===== src/rtl/idli_dcdq_m.sv =====
// idli_dcdq_m: serial instruction decoder with a decoded-instruction queue.
// Deserialises 16b instructions arriving as BEAT_W-bit beats (MSB-first),
// classifies each into predicate and instruction class, and buffers the
// decoded entries in a DEPTH-entry circular FIFO. Fetch and backend each
// have a valid/ready handshake so either side can stall independently.
//
// Ports:
//   i_dcd_gck      clock
//   i_dcd_rst      synchronous active-high reset
//   i_dcd_enc      instruction beat, MSB-first
//   i_dcd_enc_vld  beat valid
//   o_dcd_enc_rdy  beat accepted when vld && rdy
//   i_dcd_flush    drop the partial instruction and all queued entries
//   o_dcd_vld      queue head valid
//   i_dcd_rdy      backend pops the head when vld && rdy
//   o_dcd_insn     head raw instruction (0 when empty)
//   o_dcd_pred     head predicate insn[15:14] (0 when empty)
//   o_dcd_cls      head instruction class (0 when empty)
//   o_dcd_cnt      queue occupancy 0..DEPTH
module idli_dcdq_m #(
    parameter int BEAT_W = 4,
    parameter int DEPTH  = 2
) (
    input  logic              i_dcd_gck,
    input  logic              i_dcd_rst,
    input  logic [BEAT_W-1:0] i_dcd_enc,
    input  logic              i_dcd_enc_vld,
    output logic              o_dcd_enc_rdy,
    input  logic              i_dcd_flush,
    output logic              o_dcd_vld,
    input  logic              i_dcd_rdy,
    output logic [15:0]       o_dcd_insn,
    output logic [1:0]        o_dcd_pred,
    output logic [2:0]        o_dcd_cls,
    output logic [2:0]        o_dcd_cnt
);

    localparam int BEATS = 16 / BEAT_W;
    localparam int CW    = (BEATS > 1) ? $clog2(BEATS) : 1;
    localparam int PW    = (DEPTH > 1) ? $clog2(DEPTH) : 1;

    typedef enum logic [2:0] {
        CLS_ADCS_SBBS = 3'd0,
        CLS_MEM       = 3'd1,
        CLS_ALU       = 3'd2,
        CLS_SHIFT_IN  = 3'd3,
        CLS_MEMWB     = 3'd4,
        CLS_EQ_LT     = 3'd5,
        CLS_GE_MASK   = 3'd6,
        CLS_PUTP_OUT  = 3'd7
    } cls_t;

    function automatic cls_t classify(input logic [15:0] w);
        cls_t c;
        c = CLS_ADCS_SBBS;
        case (w[13:12])
            2'b00: c = CLS_ADCS_SBBS;
            2'b11: c = CLS_MEM;
            2'b10: begin
                case (w[11:9])
                    3'b110:  c = CLS_SHIFT_IN;
                    3'b111:  c = CLS_MEMWB;
                    default: c = CLS_ALU;
                endcase
            end
            default: begin
                if (w[11])     c = CLS_PUTP_OUT;
                else if (w[8]) c = CLS_GE_MASK;
                else           c = CLS_EQ_LT;
            end
        endcase
        return c;
    endfunction

    function automatic logic [PW-1:0] ptr_inc(input logic [PW-1:0] p);
        if (p == PW'(DEPTH - 1)) return '0;
        return p + 1'b1;
    endfunction

    // Assembly state
    logic [CW-1:0] beat_cnt;
    logic [15:0]   partial;
    logic [15:0]   new_word;
    logic          last_beat;

    // Queue state
    logic [15:0]   mem_insn [DEPTH];
    logic [1:0]    mem_pred [DEPTH];
    cls_t          mem_cls  [DEPTH];
    logic [PW-1:0] head;
    logic [PW-1:0] tail;
    logic [2:0]    cnt;

    logic beat_acc;
    logic push;
    logic pop;

    // Beats shift in at the LSB end; after BEATS beats the first beat has
    // reached insn[15 -: BEAT_W], which matches the MSB-first beat order.
    assign new_word  = (partial << BEAT_W) | 16'(i_dcd_enc);
    assign last_beat = (beat_cnt == CW'(BEATS - 1));

    assign o_dcd_vld = (cnt != 3'd0);
    assign pop       = o_dcd_vld && i_dcd_rdy;

    // Only the final beat needs queue space; a same-cycle pop frees a slot.
    assign o_dcd_enc_rdy = !i_dcd_rst && !i_dcd_flush &&
                           (!last_beat || (cnt < 3'(DEPTH)) || pop);
    assign beat_acc      = i_dcd_enc_vld && o_dcd_enc_rdy;
    assign push          = beat_acc && last_beat;

    always_ff @(posedge i_dcd_gck) begin
        if (i_dcd_rst || i_dcd_flush) begin
            beat_cnt <= '0;
            partial  <= '0;
        end else if (beat_acc) begin
            beat_cnt <= last_beat ? '0 : beat_cnt + 1'b1;
            partial  <= last_beat ? '0 : new_word;
        end
    end

    always_ff @(posedge i_dcd_gck) begin
        if (i_dcd_rst || i_dcd_flush) begin
            head <= '0;
            tail <= '0;
            cnt  <= '0;
        end else begin
            if (push) tail <= ptr_inc(tail);
            if (pop)  head <= ptr_inc(head);
            case ({push, pop})
                2'b10:   cnt <= cnt + 3'd1;
                2'b01:   cnt <= cnt - 3'd1;
                default: cnt <= cnt;
            endcase
        end
    end

    // Storage needs no reset: head outputs are masked while the queue is empty.
    always_ff @(posedge i_dcd_gck) begin
        if (push) begin
            mem_insn[tail] <= new_word;
            mem_pred[tail] <= new_word[15:14];
            mem_cls[tail]  <= classify(new_word);
        end
    end

    always_comb begin
        o_dcd_insn = '0;
        o_dcd_pred = '0;
        o_dcd_cls  = '0;
        if (o_dcd_vld) begin
            o_dcd_insn = mem_insn[head];
            o_dcd_pred = mem_pred[head];
            o_dcd_cls  = mem_cls[head];
        end
    end

    assign o_dcd_cnt = cnt;

endmodule

===== config.mk =====
export PLATFORM = sky130hd
export DESIGN_NAME = idli_dcdq_m
export DESIGN_NICKNAME = d
export VERILOG_FILES = /design/src/rtl/idli_dcdq_m.sv
export SDC_FILE = /design/constraint.sdc
export NUM_CORES = 1
export LEC_CHECK = 0
export ABC_AREA = 1
export BUFFER_PORTS_ARGS = -buffer_cell sky130_fd_sc_hd__buf_2
export CORE_MARGIN = 3
export CORE_UTILIZATION = 29
export DETAILED_ROUTE_END_ITERATION = 8
export PLACE_DENSITY = 0.47
export SLEW_MARGIN = 20
export SYNTH_ARGS = -nofsm -noshare
export SYNTH_HDL_FRONTEND = slang
export SYNTH_SLANG_ARGS = --single-unit

===== constraint.sdc =====
create_clock -name i_dcd_gck -period 2.65 [get_ports i_dcd_gck]
set_clock_uncertainty 0.1 [all_clocks]
set_input_delay 0.53 -clock i_dcd_gck [delete_from_list [all_inputs] [get_ports i_dcd_gck]]
set_output_delay 0.53 -clock i_dcd_gck [all_outputs]
set_load 0.05 [all_outputs]

* Word level (Yosys, flattened, before mapping)
Memories as Yosys holds them, arrays and structs flattened. A register that Yosys moved wholly into a read port is not among the register bits.
Cells that the tools add are included.
Widths: inputs -> output; s select.
** Operators by class
- $add $sub $neg :: 5
- Magnitude comparators :: 1
- Equality and inequality tests :: 7
- Multiplexer cells :: 29
- Bitwise operators :: 1
- Reduce and logical (&&, ||, !) cells :: 14
** Operators by type and width (number)
- $mux 1 :: 18
- $mux 16 :: 1
- $or 16x4->16 :: 1
- $mux 12 :: 1
- $pmux 3 s2 :: 2
- $pmux 3 s3 :: 1
- $eq 2x2->1 const B :: 4
- $mux 2 :: 4
- $eq 3x3->1 const B :: 2
- $mux 3 :: 2
- $logic_and 1x1->1 :: 5
- $add 3x1->3 const B :: 1
- $logic_not 1->1 :: 3
- $logic_or 1x1->1 :: 3
- $lt 3x2->1 const B :: 1
- $reduce_bool 3->1 :: 1
- $sub 3x1->3 const B :: 1
- $add 1x1->1 const B :: 2
- $add 2x1->2 const B :: 1
- $eq 2x1->1 const B :: 1
- $logic_not 2->1 :: 1
- $reduce_bool 2->1 :: 1
** Word-level totals
- Register bits after elaboration :: 19
- Memory bits (writable) :: 42
- Bits of input ports :: 9
- Output and inout port bits :: 26
- Word-level logic and storage cells :: 65
- Memories kept :: 3
** Memories
- mem_insn :: words 2, width 16, read ports 1, clocked after Yosys merged registers in 1, write ports 1, line 87 : logic [15:0] mem_insn [DEPTH];
- mem_cls :: words 2, width 3, read ports 1, clocked after Yosys merged registers in 1, write ports 1, line 89 : cls_t mem_cls [DEPTH];
- mem_pred :: words 2, width 2, read ports 1, clocked after Yosys merged registers in 1, write ports 1, line 88 : logic [1:0] mem_pred [DEPTH];

* Depth between registers and ports, before layout
- Depth after elaboration :: 10
- Gate-level depth with buffers :: 12

* Worst setup path after synthesis
Ideal clock, no wire load.
- Path kind :: reg-to-output
- Start point :: register cnt[0] (netlist: o_dcd_cnt[0])
- End point :: output o_dcd_pred[0]
- Arrival :: 1.958 ns
- Required time :: 2.020 ns
- Path slack :: 0.062 ns
- Stages on the path, launching flop included :: 7
- Path buffers :: 2
- Cells stage by stage :: dfxtp_1 inv_1 nand2_1 buf_2 nand2_1 inv_1 buf_4
** Between the ends
- Longest elaborated chain between the ends :: 2
** RTL lines
- from (decl) :: line 92 : logic [2:0] cnt;
- from (signal assigned) :: line 131 : 2'b10: cnt <= cnt + 3'd1;
- from (signal assigned) :: line 132 : 2'b01: cnt <= cnt - 3'd1;
- from (signal assigned) :: line 133 : default: cnt <= cnt;
- $reduce_bool 3->1 :: line 103 : assign o_dcd_vld = (cnt != 3'd0);
- named net o_dcd_vld :: line 30 : output logic o_dcd_vld,
- $mux 2 :: line 151 : if (o_dcd_vld) begin
- to (decl) :: line 33 : output logic [1:0] o_dcd_pred,
The timed path passes the listed nets, and every way through them passes these cells.

==> flow_summary.yaml <==
run_status:
  status: "complete, no violations"
power_and_ir_drop:
  p_total_mw: 1.67
  power_frac_seq_pct: 57.6
  p_switching_mw: 0.366
  pwr-share-comb_pct: 3.5
  power.leakage_nw: 1.37
  powerDensity_mw_per_mm2: 542
  p_sw_share_pct: 21.9
  p_int_mw: 1.31
  p_clk_share_pct: 38.9
  ir_drop_mv: 0.231
finish:
  n_antenna_cell: 0
  final_util_pct: 35.0
  fin_nets: 299
  synthToLayoutAreaGrowth_pct: 16.5
  finalNonFillerCells: 400
  drive_gt1_share_pct: 32.5
  postLayoutCellArea_sq_mm: 0.00309
synth:
  yosysTopAreaCellShare_pct: 43.1
  synthesis.area_sq_mm: 0.00265
  synthCells: 245
  yosysTopAreaCell: "edfxtp_1"
  syn-num-nets: 257
  ys_ff_latch: 58
  ys_seq_area_share_pct: 58.2
  ys_types: 29
  postSynthAreaPerCell_sq_um: 10.8
  synth.area.top_cells: "edfxtp_1 (43%), dfxtp_1 (15%), inv_1 (5.5%)"
  yosysWarnings: 0
grt:
  antenna_found_initial: 0
  grt_start_max_net_pins: 25
  grt.overflow.total: 0
  grt_pass1_vias: 1634
  grt.total_usage_pct: 10.4
  grt_pass1_wl_mm: 8.03
clocking:
  clockBufferDepth: 2
  cts_hold_buffers: 0
  cts.sinks: 58
  postCtsSetupRepairBufs: 0
  cts_tree: "done"
  htree_levels: 3
  numCtsBuffers: 9
  path_clk_slew_ns: 0.06
  cts_resized: 0
  clock_latency_ns: 0.33
  root_buffer: "clkbuf_8"
place:
  gp_congestion: 0.736
  hpwl_mm: 3.36
  pre_cts_ws_ns: 0.415
  io_buffers: 34
  placed_area_sq_mm: 0.00293
  place_inst: 384
route:
  drc: 0
  dr.pass1.iters: 4
  avgRoutedWirePerCell_microns: 12.2
  drt_iter0_drc: 96
  vias: 1733
  viasPerCell: 4.33
  ant_nets: 0
  drt_wl_total_mm: 4.87
floorplanning:
  rows: 34
  die_h_microns: 102
  start_util_pct: 30.1
  top_level_ports: 35
  dieArea_sq_mm: 0.0103
  die_w_microns: 102
  coreArea_sq_mm: 0.00881
min_path:
  hold_class: "in -> reg"
  min_from: "i_dcd_enc[1]"
  worstHoldEndpoint: "mem_insn[1][1]"
  hold-path-cell-count: 1
setup_path:
  r2r_slack_ns: 0.55
  arrival_ns: 1.61
  worstPathMaxFanout: 19
  crit_family: "buffers and inverters"
  r2r_end: "o_dcd_cnt[2]"
  cp_data_required_time_ns: 2.02
  path_depth: 5
  endpoint_kind: "output port"
  r2r_cells: 10
  r2r-start: "beat_cnt[0]"
  cpPeakStageDelay_ns: 0.38
  crit_chain: "buf_4 -> mux2_2 -> nand2_1 -> inv_1 -> buf_2"
  critPathLaunchType: "flip-flop"
  path_buf_inv: 3
  critPathKind: "reg -> out"
  crit_slowest_cell: "mux2_2"
sta:
  worst_slew_pin_slew_ns: 0.366
  period_minus_slack_ns: 2.24
  finalHoldViolCount: 0
  tns_ns: 0
  period_share_pct: 84.6
  holdWs_ns: 0.305
  relSlewSlack_pct: 75.6
  setup_viol: 0
  drv_slew: 0
  rsz0062_at_grt: "false"
  fmaxAchievable_mhz: 446
  timing.final.ws_setup_ns: 0.407
job:
  cap_violations: 0
==> metal layers <==
metal	global-route usage, %	share of wire [%]
met3	3.72	4.6
met2	16.5	45
met5	0	0
met4	4.91	1.7
met1	12.7	49
==> power by group through the flow <==
stage / Sequential [mW] / Combinational (mW) / Clock [mW]
floorplan: 0.983 / 0.0433 / 0
global placement: 0.983 / 0.0588 / 0
detailed placement: 0.984 / 0.0593 / 0
CTS: 0.964 / 0.0596 / 0.682
global route: 0.964 / 0.0647 / 0.720
finish: 0.964 / 0.0585 / 0.651
==> how the worst max path moves through the flow <==
stage / endpoint / slack [ns] / start
2_1_floorplan: o_dcd_pred[0] / 0.06 / o_dcd_cnt[0]
3_3_place_gp: o_dcd_cnt[2] / 0.47 / i_dcd_rdy
3_5_place_dp: o_dcd_cnt[2] / 0.42 / i_dcd_rdy
4_1_cts: o_dcd_insn[6] / 0.36 / flip-flop
5_1_grt: o_dcd_insn[11] / 0.28 / flip-flop
6_report: o_dcd_insn[6] / 0.41 / flip-flop
==> cell type report <==
cell class | instances | area, sq um
Clock buffer | 11 | 131
Timing Repair Buffer | 42 | 230
Inverter | 41 | 156
Multi-Input combinational cell | 135 | 868
Sequential cell | 58 | 1540
Tap cell | 108 | 135
Clock inverter | 5 | 22.5
Fill cell | 922 | 5720
==> sequential cells by signal (all words and copies together) (netlist names), named ones only <==
signal and flops:
head 1, mem_insn 29, beat_cnt 2, mem_pred 3, partial 12, o_dcd_cnt 3, mem_cls 6, tail 1
==> Yosys cell counts <==
| cell type | n |
|---|---|
| o21ai_2 | 5 |
| o21ai_1 | 6 |
| a21oi_1 | 5 |
| nor2_8 | 2 |
| fa_1 | 1 |
| buf_4 | 3 |
| nor2_4 | 1 |
| a21oi_2 | 4 |
| nand2_2 | 9 |
| nand3_4 | 1 |
| edfxtp_1 | 38 |
| inv_1 | 39 |
| nor2_2 | 6 |
| nor3_1 | 2 |
| dfxtp_1 | 20 |
| ha_1 | 2 |
| inv_4 | 1 |
| nand2_1 | 31 |
| nand3_2 | 1 |
| mux2_1 | 10 |
| or2_2 | 1 |
| nand4_1 | 3 |
| nor2_1 | 23 |
| nand3_1 | 7 |
| buf_2 | 5 |
| o21ai_0 | 6 |
| mux2_2 | 9 |
| inv_2 | 1 |
| buf_6 | 3 |
==> worst register-to-register path: stages, from the launching register on <==
cell and delay (ns):
dfxtp_1 0.35, ha_1 0.25, nand3_2 0.14, nand4_1 0.13
ha_1 0.17, inv_1 0.07, fa_1 0.37, a21oi_1 0.14
o21ai_0 0.12, nor2_1 0.11, nor2_1 0.05
==> layout by cell type (no fill, tap or decap), types with 5 or more instances in the layout <==
master	count
a21oi_1	5
buf_2	34
buf_4	8
clkbuf_8	9
dfxtp_1	20
edfxtp_1	38
inv_1	39
mux2_1	10
mux2_2	9
nand2_1	31
nand2_2	9
nand3_1	7
nor2_1	23
nor2_2	6
o21ai_0	6
o21ai_1	6
o21ai_2	5
==> cell families (layout without fill, tap and decap cells) <==
logic type / count (synthesis) / after routing / share of synthesized area [%]
AND/OR/NAND/NOR: 87 / 87 / 16.8
flip-flops: 58 / 58 / 58.2
buffers and inverters: 52 / 99 / 8.98
AO/OA/AOI/OAI: 26 / 26 / 6.19
multiplexers: 19 / 19 / 8.08
adder cells (fa/ha/maj): 3 / 3 / 1.70
(Power assumes the default switching activity.)
